## src/rtl/enc_pkg.sv

```systemverilog
// enc_pkg: shared mode constants, FSM state type, parameter limits and quadrature decoder
package enc_pkg;
   localparam logic MODE_EDGE = 1'b0;
   localparam logic MODE_QUAD = 1'b1;
   localparam int N_CH_MIN = 1;
   localparam int N_CH_MAX = 16;
   localparam int CNT_W_MIN = 8;
   localparam int CNT_W_MAX = 64;
   localparam int SYNC_MIN = 2;
   localparam int SYNC_MAX = 4;
   typedef enum logic {IDLE, ARMED} state_t;
   // {A,B} mapped to a 2-bit Gray position: 00->0, 10->1, 11->2, 01->3
   function automatic logic [1:0] quad_pos(input logic [1:0] ab);
      return {ab[0], ab[1] ^ ab[0]};
   endfunction
   // returns {err, dir(1=up), en}
   function automatic logic [2:0] quad_step(input logic [1:0] ab_prev, input logic [1:0] ab_now);
      logic [1:0] d;
      d = quad_pos(ab_now) - quad_pos(ab_prev);
      return {d == 2'd2, d == 2'd1, d[0]};
   endfunction
endpackage

```

## src/rtl/enc_in_filt.sv

```systemverilog
// enc_in_filt: single-bit synchroniser and glitch filter with rise detect
module enc_in_filt
   import enc_pkg::*;
#(
   parameter int SYNC_STAGES = 2,
   parameter int FILT_LEN = 4
) (
   input  logic CLK,
   input  logic RST,
   input  logic d,
   output logic q,
   output logic rise
);
   logic [SYNC_STAGES-1:0] sync;
   logic q_d;
   always_ff @(posedge CLK or posedge RST)
      if (RST) begin
         sync <= '0;
         q_d <= 1'b0;
      end else begin
         sync <= {sync[SYNC_STAGES-2:0], d};
         q_d <= q;
      end
   assign rise = q & ~q_d;
   if (FILT_LEN == 0) begin : g_bypass
      assign q = sync[SYNC_STAGES-1];
   end else begin : g_filt
      localparam int CW = $clog2(FILT_LEN + 1);
      logic [CW-1:0] run;
      logic lvl;
      // lvl flips once the synced level has differed for FILT_LEN consecutive cycles
      always_ff @(posedge CLK or posedge RST)
         if (RST) begin
            run <= '0;
            lvl <= 1'b0;
         end else if (sync[SYNC_STAGES-1] == lvl) run <= '0;
         else if (run == CW'(FILT_LEN - 1)) begin
            run <= '0;
            lvl <= ~lvl;
         end else run <= run + 1'b1;
      assign q = lvl;
   end
endmodule

```

## src/rtl/enc_cnt_multi.sv

```systemverilog
// enc_cnt_multi: multi-channel incremental-encoder counter with index clear, latch and sticky flags
module enc_cnt_multi
   import enc_pkg::*;
#(
   parameter int N_CH = 2,
   parameter int CNT_W = 64,
   parameter int SYNC_STAGES = 2,
   parameter int FILT_LEN = 4,
   parameter int SEL_W = (N_CH > 1) ? $clog2(N_CH) : 1
) (
   input  logic                  CLK,
   input  logic                  RST,
   input  logic                  I_ARM,
   input  logic                  I_MODE,
   input  logic [SEL_W-1:0]      I_SEL,
   input  logic [N_CH-1:0]       I_A,
   input  logic [N_CH-1:0]       I_B,
   input  logic [N_CH-1:0]       I_Z,
   output logic [N_CH*CNT_W-1:0] O_CNT,
   output logic [N_CH*CNT_W-1:0] O_Z_LATCH,
   output logic                  O_ZEVT,
   output logic [N_CH-1:0]       O_OVF,
   output logic [N_CH-1:0]       O_ERR
);
   if (N_CH < N_CH_MIN || N_CH > N_CH_MAX || CNT_W < CNT_W_MIN || CNT_W > CNT_W_MAX ||
       SYNC_STAGES < SYNC_MIN || SYNC_STAGES > SYNC_MAX || FILT_LEN < 0) begin : g_bad_param
      $error("enc_cnt_multi: parameter out of range");
   end
   state_t state, state_nxt;
   logic [N_CH-1:0] a_f, b_f, z_f, a_r, b_r, z_r, a_p, b_p, up, dn, qe, wrap;
   logic [CNT_W-1:0] cnt [N_CH];
   logic [CNT_W-1:0] lat [N_CH];
   logic [CNT_W-1:0] nxt [N_CH];
   logic [2:0] st [N_CH];
   logic arm_d, arm_rise, run, zevt, mode_q, quad;
   logic unused_lvl;
   assign unused_lvl = ^{b_r, z_f};
   for (genvar k = 0; k < N_CH; k++) begin : g_ch
      enc_in_filt #(.SYNC_STAGES(SYNC_STAGES), .FILT_LEN(FILT_LEN)) u_a (
         .CLK(CLK), .RST(RST), .d(I_A[k]), .q(a_f[k]), .rise(a_r[k]));
      enc_in_filt #(.SYNC_STAGES(SYNC_STAGES), .FILT_LEN(FILT_LEN)) u_b (
         .CLK(CLK), .RST(RST), .d(I_B[k]), .q(b_f[k]), .rise(b_r[k]));
      enc_in_filt #(.SYNC_STAGES(SYNC_STAGES), .FILT_LEN(FILT_LEN)) u_z (
         .CLK(CLK), .RST(RST), .d(I_Z[k]), .q(z_f[k]), .rise(z_r[k]));
      assign O_CNT[k*CNT_W +: CNT_W] = cnt[k];
      assign O_Z_LATCH[k*CNT_W +: CNT_W] = lat[k];
   end
   always_ff @(posedge CLK or posedge RST)
      if (RST) state <= IDLE;
      else state <= state_nxt;
   always_comb begin
      arm_rise = I_ARM & ~arm_d;
      run = state == ARMED;
      state_nxt = run ? (I_ARM ? ARMED : IDLE) : (arm_rise ? ARMED : IDLE);
      zevt = run && int'(I_SEL) < N_CH && z_r[I_SEL];
   end
   assign quad = mode_q == MODE_QUAD;
   always_comb
      for (int k = 0; k < N_CH; k++) begin
         st[k] = quad_step({a_p[k], b_p[k]}, {a_f[k], b_f[k]});
         up[k] = run && (quad ? st[k][1] : a_r[k]);
         dn[k] = run && quad && st[k][0] && !st[k][1];
         qe[k] = run && quad && st[k][2];
         nxt[k] = up[k] ? cnt[k] + 1'b1 : dn[k] ? cnt[k] - 1'b1 : cnt[k];
         wrap[k] = (up[k] && &cnt[k]) || (dn[k] && ~|cnt[k]);
      end
   // arm_d resets high so an I_ARM already high at reset release is not taken as a rising edge
   always_ff @(posedge CLK or posedge RST)
      if (RST) begin
         arm_d <= 1'b1;
         mode_q <= MODE_EDGE;
         a_p <= '0;
         b_p <= '0;
         O_ZEVT <= 1'b0;
         O_OVF <= '0;
         O_ERR <= '0;
         for (int k = 0; k < N_CH; k++) begin
            cnt[k] <= '0;
            lat[k] <= '0;
         end
      end else begin
         arm_d <= I_ARM;
         a_p <= a_f;
         b_p <= b_f;
         O_ZEVT <= zevt;
         if (arm_rise) mode_q <= I_MODE;
         O_OVF <= arm_rise ? '0 : O_OVF | wrap;
         O_ERR <= arm_rise ? '0 : O_ERR | qe;
         for (int k = 0; k < N_CH; k++) begin
            cnt[k] <= (arm_rise || zevt) ? '0 : nxt[k];
            if (zevt) lat[k] <= nxt[k];
         end
      end
endmodule

```

## config.mk

```make
export PLATFORM = sky130hd
export DESIGN_NAME = enc_cnt_multi
export DESIGN_NICKNAME = d
export VERILOG_FILES = /design/src/rtl/enc_pkg.sv /design/src/rtl/enc_in_filt.sv /design/src/rtl/enc_cnt_multi.sv
export SDC_FILE = /design/constraint.sdc
export NUM_CORES = 1
export LEC_CHECK = 0
export BUFFER_PORTS_ARGS = -buffer_cell sky130_fd_sc_hd__buf_2
export CORE_MARGIN = 2
export CORE_UTILIZATION = 55
export CTS_CLUSTER_DIAMETER = 40
export CTS_CLUSTER_SIZE = 16
export DETAILED_ROUTE_END_ITERATION = 16
export GPL_ROUTABILITY_DRIVEN = 0
export HOLD_SLACK_MARGIN = 0.03
export MAX_ROUTING_LAYER = met4
export PLACE_DENSITY = 0.84
export SLEW_MARGIN = 10
export SYNTH_ARGS = -nofsm -noshare
export SYNTH_HDL_FRONTEND = slang
export SYNTH_SLANG_ARGS = --single-unit
```

## constraint.sdc

```tcl
create_clock -name CLK -period 23.9 [get_ports CLK]
set_clock_uncertainty 0.1 [all_clocks]
set_input_delay 2.39 -clock CLK [delete_from_list [all_inputs] [get_ports CLK]]
set_output_delay 2.39 -clock CLK [all_outputs]
set_load 0.1 [all_outputs]
```

## Word level (Yosys, flattened, before mapping)

Index checks and enable logic that the tools add are counted.

- Multiplexer cells: 27
- $lt $le $gt $ge: 1
- Equal/unequal tests: 16
- Bitwise logic cells: 28
- $add $sub $neg: 12
- Reduce and logical (&&, ||, !) cells: 31

Operators with widths:

| kind | number |
|---|---|
| 2-to-1 mux 64 bit | 6 |
| adder 64 x 1 -> 64 bit (second input constant) | 2 |
| AND reduction 64 bit | 2 |
| OR reduction 64 bit | 2 |
| subtractor 64 x 1 -> 64 bit (second input constant) | 2 |
| 2-to-1 mux 3 bit | 12 |
| adder 3 x 1 -> 3 bit (second input constant) | 6 |
| == test 3 x 2 -> 1 bit (second input constant) | 6 |
| inverter 1 bit | 17 |
| logical AND 1 bit | 14 |
| AND reduction 2 bit | 6 |
| 2-to-1 mux 1 bit | 7 |
| == test 1 bit | 6 |
| AND 1 bit | 5 |
| == test 2 x 1 -> 1 bit (second input constant) | 2 |
| == test 2 bit (second input constant) | 2 |
| logical NOT 1 bit | 4 |
| 2-to-1 mux 2 bit | 2 |
| bitwise OR 2 bit | 2 |
| subtractor 2 bit | 2 |
| bitwise XOR 1 bit | 4 |
| logical OR 1 bit | 3 |
| less-than comparator 1 x 2 -> 1 bit (second input constant) | 1 |

- Flip-flop bits (word level): 308
- Input bits: 11
- Word-level logic and storage cells: 149
- Output and inout port bits: 261

## Depth between registers and ports, before layout

Gate-level depths: netlist (run 1).

- Depth in word-level cells: 9
- Mapped depth: 11
- Mapped depth without buffers: 8

## By module

A second synthesis (run 1) with hierarchy kept.

- Cell total of the unflattened synthesis: 1738
- Area total of the unflattened synthesis: 16067.9 sq um

By module, submodules not included:

| module | times used | area each (sq um) | cells each | seq. area each (sq um) |
|---|---|---|---|---|
| enc_cnt_multi | 1 | 14528.9 | 1642 | 6707.7 |
| enc_in_filt | 6 | 256.5 | 16 | 175.2 |

## Worst setup path before layout (run 1)

No wires, ideal clock.

- Path type: in2reg
- Start point: input I_SEL
- End point: register cnt, in the netlist O_CNT[126]
- Required time: 23.731 ns
- Slack: 19.675 ns
- Path buffers: 1
- Stages on the path: 7
- Library setup time: 0.069 ns
- Arrival time: 4.056 ns
- Cell sequence: and3b_1 > o21ai_1 > inv_1 > or2_2 > clkbuf_1 > or4_1 > nand2_1

- Word-level cells in the longest chain between the ends: 5

Ends and longest elaborated chain:

| element | RTL line | RTL |
|---|---|---|
| from (decl) | enc_cnt_multi.sv:15 | `input logic [SEL_W-1:0] I_SEL,` |
| 2-to-1 mux 1 bit (not written as such) (2 in series) | enc_cnt_multi.sv:55 | `zevt = run && int'(I_SEL) < N_CH && z_r[I_SEL];` |
| logical AND 1 bit | enc_cnt_multi.sv:55 |  |
| logical OR 1 bit | enc_cnt_multi.sv:90 | `cnt[k] <= (arm_rise \|\| zevt) ? '0 : nxt[k];` |
| 2-to-1 mux 64 bit | enc_cnt_multi.sv:90 |  |
| to (signal, indexed assignment) | enc_cnt_multi.sv:90 |  |
| to (decl) | enc_cnt_multi.sv:31 | `logic [CNT_W-1:0] cnt [N_CH];` |

Every way passes these cells. The select of a mux whose other input is x is not followed.
A chain may end at the register's enable or synchronous reset.

## Final worst setup path (run 1)

- Start point: input I_SEL
- End point: register cnt, in the netlist O_CNT[118]

Same word-level chain as after synthesis.

==> results of run 1 <==
cells in the final DEF (no fill, tap or decap), drive strengths merged, types with 6 or more instances in the layout:
master,netlist,layout
or2,7,7
nand3,55,55
inv,20,35
nor2,189,189
and3,27,27
a21oi,13,13
xor2,70,70
a41oi,6,6
ha,12,12
a31oi,16,16
nand4,52,52
nor4,71,71
o31ai,8,8
a22oi,12,12
dfrtp,305,305
mux2i,7,7
o211ai,8,8
or4,31,31
or3,24,24
buf,13,282
nor2b,13,13
nor4b,8,8
xnor2,48,48
o21ai,127,127
and4,21,21
o32ai,13,13
clkbuf,101,40
and2,16,16
nor3,81,81
nand2,190,190
clkinv,0,7
and3b,6,6
nor3b,11,11
a32oi,47,47
mux2,9,9
stage by stage:
stage	util, %	cells	hold slack, ps	instance area (sq um)	setup WS [ps]
after global placement	61.6	2238	232	17300	17860
after detailed placement	61.6	2238	235	17300	17740
final	66.4	2308	250	18600	18230
after CTS	66.4	2308	250	18600	18290
after global routing	66.4	2308	260	18600	17920
after floorplan	-	1692	231	15700	12950
flip-flops by register name (all words and copies together) (netlist names), 4 cells and up:
signal               cells
O_Z_LATCH              128
g_ch.u_z.sync            4
g_ch.u_b.g_filt.run      6
g_ch.u_a.sync            4
O_CNT                  128
g_ch.u_a.g_filt.run      6
g_ch.u_b.sync            4
g_ch.u_z.g_filt.run      6
layer usage:
layer | up-vias | track usage (%) | share of wire (%)
met4 | 0 | 13.8 | 4.6
li1 | 6606 | - | -
met1 | 6895 | 40.2 | 40
met3 | 161 | 5.28 | 9.3
met5 | - | - | 0
met2 | 866 | 47.9 | 46
area by class of cell:
cell class | instances | area [sq um] | share of cell area [%]
inverters | 20 | 82.6 | 0.444
clock inverters | 30 | 369 | 1.99
flip-flops and latches | 306 | 7660 | 41.2
clock buffers | 40 | 958 | 5.16
well taps | 378 | 473 | 2.54
repair buffers | 282 | 1460 | 7.88
multi-input cells | 1252 | 7580 | 40.8
critical path, stage by stage:
cell and delay (ps):
buf_2 100, and3b_1 200, o21ai_4 170, buf_12 660
inv_1 630, or2_4 620, buf_4 450, or4_1 610
nand2_1 80
kinds of logic (layout without fill, tap and decap cells):
group                    Yosys count  in the layout  share of synthesized area, %
AO/OA/AOI/OAI                    284            284                          12.0
buffers and inverters            134            372                          3.25
flip-flops                       306            306                          48.7
XOR/XNOR                         121            121                          7.01
multiplexers                      16             16                          1.09
AND/OR/NAND/NOR                  819            819                          27.0
adder cells (fa/ha/maj)           12             12                         0.954
worst min path at each step:
| stage | endpoint | slack [ps] | depth (start not counted) |
|---|---|---|---|
| 2_1_floorplan | g_ch[0].u_a.sync[1] | 230 | 0 |
| 3_3_place_gp | g_ch[1].u_z.sync[1] | 230 | 0 |
| 3_5_place_dp | g_ch[1].u_b.sync[1] | 230 | 0 |
| 4_1_cts | g_ch[1].u_a.sync[1] | 250 | 0 |
| 5_1_grt | g_ch[1].u_a.sync[1] | 260 | 0 |
| 6_report | g_ch[1].u_z.sync[1] | 250 | 0 |
==> metrics, run 1 <==
Clock transition at path regs=around 60 ps; hold buffer count at cts=0; Port Buffer Count=271; Crit Reg-Reg Endpoint=O_CNT[118]; CTS H-tree lvls=2; worst r2r path cells=8; GRT Residual Overflow=0; Remaining DRCs=0; Clock Tree Root=clkbuf_16; most common flop cell mapped by yosys=dfrtp_1; Seq cells post-synth=just over 300; synth unique cells=74; setup violators final=0; syn nets=about 1700; worst-margin pin slew=970 ps; Total Routing Usage GR=30.9%; Setup Fix Bufs, Post-CTS=0; CP startpoint=I_SEL; vias in the first global route=13982; outcome=completed; Final min period=about 5700 ps; crit end category=flop; fraction of registers with async set/reset=between 90% and 100%; hpwl dp=31.7 mm; Fillers=2182; nets=1923; max-cap viol count=0; Die ar.=0.0300 sq mm; Synth top area share=between 40% and 50%; CTS max path bufs=3; critical path class=in -> reg; routed length per instance=19.7 um; floorplan core area=0.0280 sq mm; Max FO, Critical Path=between 200 and 300; initial core utilization=56.2%; register area share after synthesis=48.7%; period utilization=23.7%; Post-synth EDFFs=0; unrepaired setup endpoints after global routing=no; Startpoint Class=input port; CTS buffer count=38; Critical Path RT=roughly 24000 ps; DR vias=roughly 15000; initial antenna violation count=0; Worst setup endpoint=O_CNT[118]; Post-Route WL=45.5 mm; Commonest cells post-synth=dfrtp_1 (305), nand2_1 (190), nor2_1 (189); final slew viol count=0; row cnt=61; Syn. warnings=0; most numerous cell in the Yosys netlist=dfrtp_1; worst slew margin relative to its limit=35.2%; DRT iter0 DRCs=1851; layout cell share with drive strength beyond 1=roughly a fifth; Mean Syn Cell Area=9.30 sq um; Via density=6.29; router iterations before antenna repair=6; CTS Sinks=306; Yosys top cell by area=dfrtp_1; main area contributors after synthesis=dfrtp_1 (49%), nand2_1 (4.5%), nor2_1 (4.5%), xor2_1 (3.9%), o21ai_0 (2.8%); Hold WC Path Type=reg -> reg; Setup TNS=0 ps; r2r startpoint=g_ch[1].u_z.q; # resized after CTS=0; Max Freq=176 MHz; antenna viol nets, final=0; TritonCTS clock tree=done; final hold violation count=0; Die Wd=173 um; Gate Count Post-Synth=1692; worst skew pair latency=530 ps; pin count of the biggest net entering global routing=approximately 250; Die Y-Extent=approximately 170 um; arrival time of the worst setup path=6020 ps; global-route wire length before repair=approximately 74 mm; ANT cells=0; Hold Startpoint=g_ch[1].u_z.sync[0]; Synth-to-Final Area Change=18.1%; I/O Pins=272; r2r setup slk=just under 20000 ps; Mapped Area=0.0157 sq mm
Power of run 1 is not shown: default switching activity piles up to over one toggle a cycle in this logic, so the estimate is an artifact.
==> run 2, diff against run 1 <==
==> constraint.sdc (replaced) <==
create_clock -name CLK -period 5.9 [get_ports CLK]
set_clock_uncertainty 0.1 [all_clocks]
set_input_delay 0.59 -clock CLK [delete_from_list [all_inputs] [get_ports CLK]]
set_output_delay 0.59 -clock CLK [all_outputs]
set_load 0.1 [all_outputs]
==> metrics, run 2 (synthesized netlist as in run 1, its figures left out) <==
CP top delay family=compound AO/OA/AOI/OAI gates; antenna viol nets, final=0; Crit Reg-Reg Endpoint=O_Z_LATCH[127]; CTS Sinks=306; TritonCTS clock tree=done; global-route wire length before repair=76.6 mm; period utilization=65.2%; CTS max path bufs=3; initial antenna violation count=0; Post-Route WL=47.2 mm; worst-margin pin slew=about 1100 ps; hpwl dp=32.7 mm; worst r2r path cells=8; Worst path slowest cell=nand3_1; routed length per instance=between 20 and 25 um; Die Y-Extent=173 um; Setup TNS=0 ps; Max Freq=around 260 MHz; CTS buffer count=41; hold buffer count at cts=0; router iterations before antenna repair=6; Max FO, Critical Path=21; buffers and inverters on the worst path=0; arrival time of the worst setup path=4160 ps; # resized after CTS=0; Critical Path RT=6220 ps; Final min period=3850 ps; Critical Path, Cell by Cell=xnor2_1, ha_1, and3b_1, a21o_1, nand3_1, o32ai_2, mux2i_1, a211o_1; Setup Fix Bufs, Post-CTS=0; I/O Pins=272; r2r setup slk=~2100 ps; CTS H-tree lvls=2; Hold Crit Endpoint=g_ch[0].u_b.sync[0]; critical path's largest stage delay=between 600 and 700 ps; pin count of the biggest net entering global routing=252; r2r startpoint=g_ch[1].u_b.q; Startpoint Class=flop; worst slew margin relative to its limit=29.9%; ANT cells=0; Hold WC Path Type=in -> reg; Port Buffer Count=271; layout cell share with drive strength beyond 1=20.0%; vias in the first global route=~14000; Die Wd=173 um; GRT Residual Overflow=0; Remaining DRCs=0; setup violators final=0; critical path class=reg -> reg; leading cell type in the layout, fill and taps excluded=dfrtp_1; WHS Path Cells=1; Synth-to-Final Area Change=19.1%; Via density=6.45; floorplan core area=0.0280 sq mm; Clock transition at path regs=60 ps; final slew viol count=0; nets=1929; Clock Tree Root=clkbuf_16; Total Routing Usage GR=32.2%; crit end category=flop; row cnt=61; DRT iter0 DRCs=1945; Hold Startpoint=I_B[0]; unrepaired setup endpoints after global routing=no; most frequent cells in the layout=dfrtp_1 (305), buf_2 (271), nand2_1 (190); initial core utilization=56.2%; final hold violation count=0; max-cap viol count=0; Die ar.=~0.030 sq mm; outcome=completed; worst skew pair latency=~540 ps; DR vias=~15000
==> run 2: cell types whose count changed in the layout (fill, tap and decap cells not counted), moves of 2 or more <==
| cell | before | now |
|---|---|---|
| buf_4 | 9 | 13 |
| clkbuf_16 | 38 | 43 |
| inv_6 | 11 | 7 |
| inv_8 | 4 | 6 |
==> run 2: worst max-delay path by stage <==
stage             startpoint             end  slack (ps)  depth (start not counted)
3_3_place_gp           I_SEL      O_CNT[105]        2260                          8
6_report       g_ch[1].u_b.q  O_Z_LATCH[127]        2050                          8
3_5_place_dp           I_SEL      O_CNT[105]        2150                          8
5_1_grt        g_ch[1].u_b.q  O_Z_LATCH[127]        1870                          8
2_1_floorplan            RST        O_CNT[0]        1140                          1
4_1_cts        g_ch[1].u_b.q  O_Z_LATCH[127]        2130                          8
==> run 2: through the flow <==
| step | hold WS [ps] | setup slack, ps | area [sq um] | utilization (%) | instances |
|---|---|---|---|---|---|
| after floorplan | 231 | 1140 | 15700 | - | 1692 |
| after global placement | 234 | 2260 | 17300 | 61.6 | 2241 |
| after detailed placement | 238 | 2150 | 17300 | 61.6 | 2241 |
| after CTS | 48.6 | 2130 | 18700 | 66.9 | 2315 |
| after global routing | 53.6 | 1870 | 18700 | 66.9 | 2315 |
| final | 57.0 | 2050 | 18700 | 66.9 | 2315 |
==> run 2: metal layers <==
layer / GRT usage (%) / wire (um) / part of all wire (%) / vias to the layer above
met5: - / 0 / 0 / -
met4: 15.3 / 2460 / 5.2 / 0
met3: 6.53 / 4540 / 9.6 / 204
met2: 49.4 / 21900 / 46 / 980
met1: 41.2 / 18400 / 39 / 7140
li1: - / - / - / 6612
==> run 2: final cells by class <==
| type | count | area, sq um |
|---|---|---|
| Inverter | 20 | 78.8 |
| Tap cell | 378 | 473 |
| Clock buffer | 46 | 1100 |
| Multi-Input combinational cell | 1252 | 7580 |
| Clock inverter | 28 | 370 |
| Timing Repair Buffer | 285 | 1470 |
| Fill cell | 2170 | 9280 |
| Sequential cell | 306 | 7660 |
Power of run 2 is left out for the same reason.
==> run 3, diff against run 2 <==
--- a/config.mk
+++ b/config.mk
@@ -7,14 +7,14 @@
 export LEC_CHECK = 0
 export BUFFER_PORTS_ARGS = -buffer_cell sky130_fd_sc_hd__buf_2
 export CORE_MARGIN = 2
-export CORE_UTILIZATION = 55
+export CORE_UTILIZATION = 51
 export CTS_CLUSTER_DIAMETER = 40
 export CTS_CLUSTER_SIZE = 16
 export DETAILED_ROUTE_END_ITERATION = 16
 export GPL_ROUTABILITY_DRIVEN = 0
 export HOLD_SLACK_MARGIN = 0.03
 export MAX_ROUTING_LAYER = met4
-export PLACE_DENSITY = 0.84
+export PLACE_DENSITY = 0.83
 export SLEW_MARGIN = 10
 export SYNTH_ARGS = -nofsm -noshare
 export SYNTH_HDL_FRONTEND = slang
==> constraint.sdc (replaced) <==
create_clock -name CLK -period 3.38 [get_ports CLK]
set_clock_uncertainty 0.1 [all_clocks]
set_input_delay 0.338 -clock CLK [delete_from_list [all_inputs] [get_ports CLK]]
set_output_delay 0.338 -clock CLK [all_outputs]
set_load 0.1 [all_outputs]
==> metrics, run 3 (synthesized netlist as in run 1, its figures left out) <==
Startpoint Class=flop; vias in the first global route=14218; Remaining DRCs=0; layout cell share with drive strength beyond 1=a little over a fifth; WHS Path Cells=0; worst r2r path cells=9; final slew viol count=0; Max Freq=309 MHz; GRT Residual Overflow=0; CTS buffer count=41; Worst setup endpoint=O_CNT[60]; arrival time of the worst setup path=3580 ps; Placed Area=0.0176 sq mm; Synth-to-Final Area Change=22.0%; Critical Path, Cell by Cell=xnor2_1, ha_1, xor3_1, o31a_2, nor4_2, buf_6, a32oi_1, or4_1, nand2_1; outcome=completed; Setup Fix Bufs, Post-CTS=0; nets=1973; Die ar.=0.0323 sq mm; Critical Path RT=between 3000 and 4000 ps; worst skew pair latency=550 ps; Via density=6.24; Max FO, Critical Path=17; antenna viol nets, final=0; CP startpoint=g_ch[0].u_b.q; most frequent cells in the layout=dfrtp_1 (305), buf_2 (271), nand2_1 (190); TritonCTS clock tree=done; Clock Tree Root=clkbuf_16; Die Y-Extent=between 150 and 200 um; worst-margin pin slew=1070 ps; I/O Pins=around 270; fin util=between 60% and 70%; Clock transition at path regs=around 60 ps; final hold violation count=0; period utilization=a little over nine tenths; routed length per instance=19.9 um; CTS Sinks=a little over 300; Final min period=3230 ps; Die Wd=180 um; hpwl dp=about 34 mm; critical path class=reg -> reg; Total Routing Usage GR=between 20% and 30%; router iterations before antenna repair=7; Worst path slowest cell=or4_1; DR vias=14853; Port Buffer Count=271; initial core utilization=51.6%; Hold WC Path Type=reg -> reg; crit end category=flop; CTS max path bufs=3; Crit Reg-Reg Endpoint=O_CNT[60]; ANT cells=0; setup violators final=0; leading cell type in the layout, fill and taps excluded=dfrtp_1; row cnt=64; r2r setup slk=between 100 and 150 ps; CTS H-tree lvls=2; max-cap viol count=0; critical path's largest stage delay=roughly 570 ps; initial antenna violation count=0; worst slew margin relative to its limit=28.2%; DRT iter0 DRCs=~1800; global-route wire length before repair=76.4 mm; pin count of the biggest net entering global routing=approximately 250; floorplan core area=0.0305 sq mm; Post-Route WL=47.2 mm; Final Cell Area=~0.019 sq mm; r2r startpoint=g_ch[0].u_b.q
run 3: cell types whose count changed in the layout (fill, tap and decap cells not counted), moves of 2 or more:
cell / before / now
clkinv_8: 2 / 7
dlygate4sd3_1: 0 / 9
buf_12: 1 / 6
inv_6: 7 / 9
clkbuf_16: 43 / 41
buf_4: 13 / 42
run 3: critical path, delay by kind of cell (launching register included):
kind                     cells  cell delay [ps]
buffers and inverters        1              240
adder cells (fa/ha/maj)      1              180
XOR/XNOR                     2              520
AND/OR/NAND/NOR              3             1010
AO/OA/AOI/OAI                2              640
flip-flops                   1              440
run 3: cell type report:
| type | instances | area [sq um] |
|---|---|---|
| timing repair buffer | 329 | 1890 |
| tap | 396 | 495 |
| multi-input combinational | 1252 | 7590 |
| clock inverter | 33 | 447 |
| fill | 2500 | 11300 |
| sequential | 306 | 7660 |
| clock buffer | 43 | 1030 |
| inverter | 20 | 78.8 |
run 3: worst min-delay path by stage:
stage | start | endpoint | slack (ps)
6_report | g_ch[0].u_a.sync[0] | g_ch[0].u_a.sync[1] | 250
5_1_grt | g_ch[1].u_b.sync[0] | g_ch[1].u_b.sync[1] | 260
4_1_cts | g_ch[0].u_a.sync[0] | g_ch[0].u_a.sync[1] | 250
3_5_place_dp | g_ch[1].u_a.sync[0] | g_ch[1].u_a.sync[1] | 230
3_3_place_gp | g_ch[0].u_a.sync[0] | g_ch[0].u_a.sync[1] | 240
2_1_floorplan | g_ch[0].u_a.sync[0] | g_ch[0].u_a.sync[1] | 230
run 3: metal layers:
layer,vias up,GRT usage [%],share of wire (%)
met5,-,-,0
met4,0,12.1,4.3
met3,169,5.53,8.8
met2,897,47.9,48
met1,7060,37.1,39
li1,6727,-,-
run 3: through the flow:
stage / hold WS, ps / worst slack, ps / TNS, ps / std cells
floorplan: 231 / -1130 / -344160 / 1692
global placement: 235 / 307 / 0 / 2294
detailed placement: 235 / 241 / 0 / 2294
CTS: 251 / 174 / 0 / 2379
global route: 258 / -20.8 / -20.8 / 2379
finish: 248 / 148 / 0 / 2379
run 3: timing repair:
action	in CTS	in global routing
gates resized for setup	0	2
setup endpoints to repair	0	4
hold buffers	9	0
hold endpoints to repair	35	0
Power of run 3 is left out for the same reason.
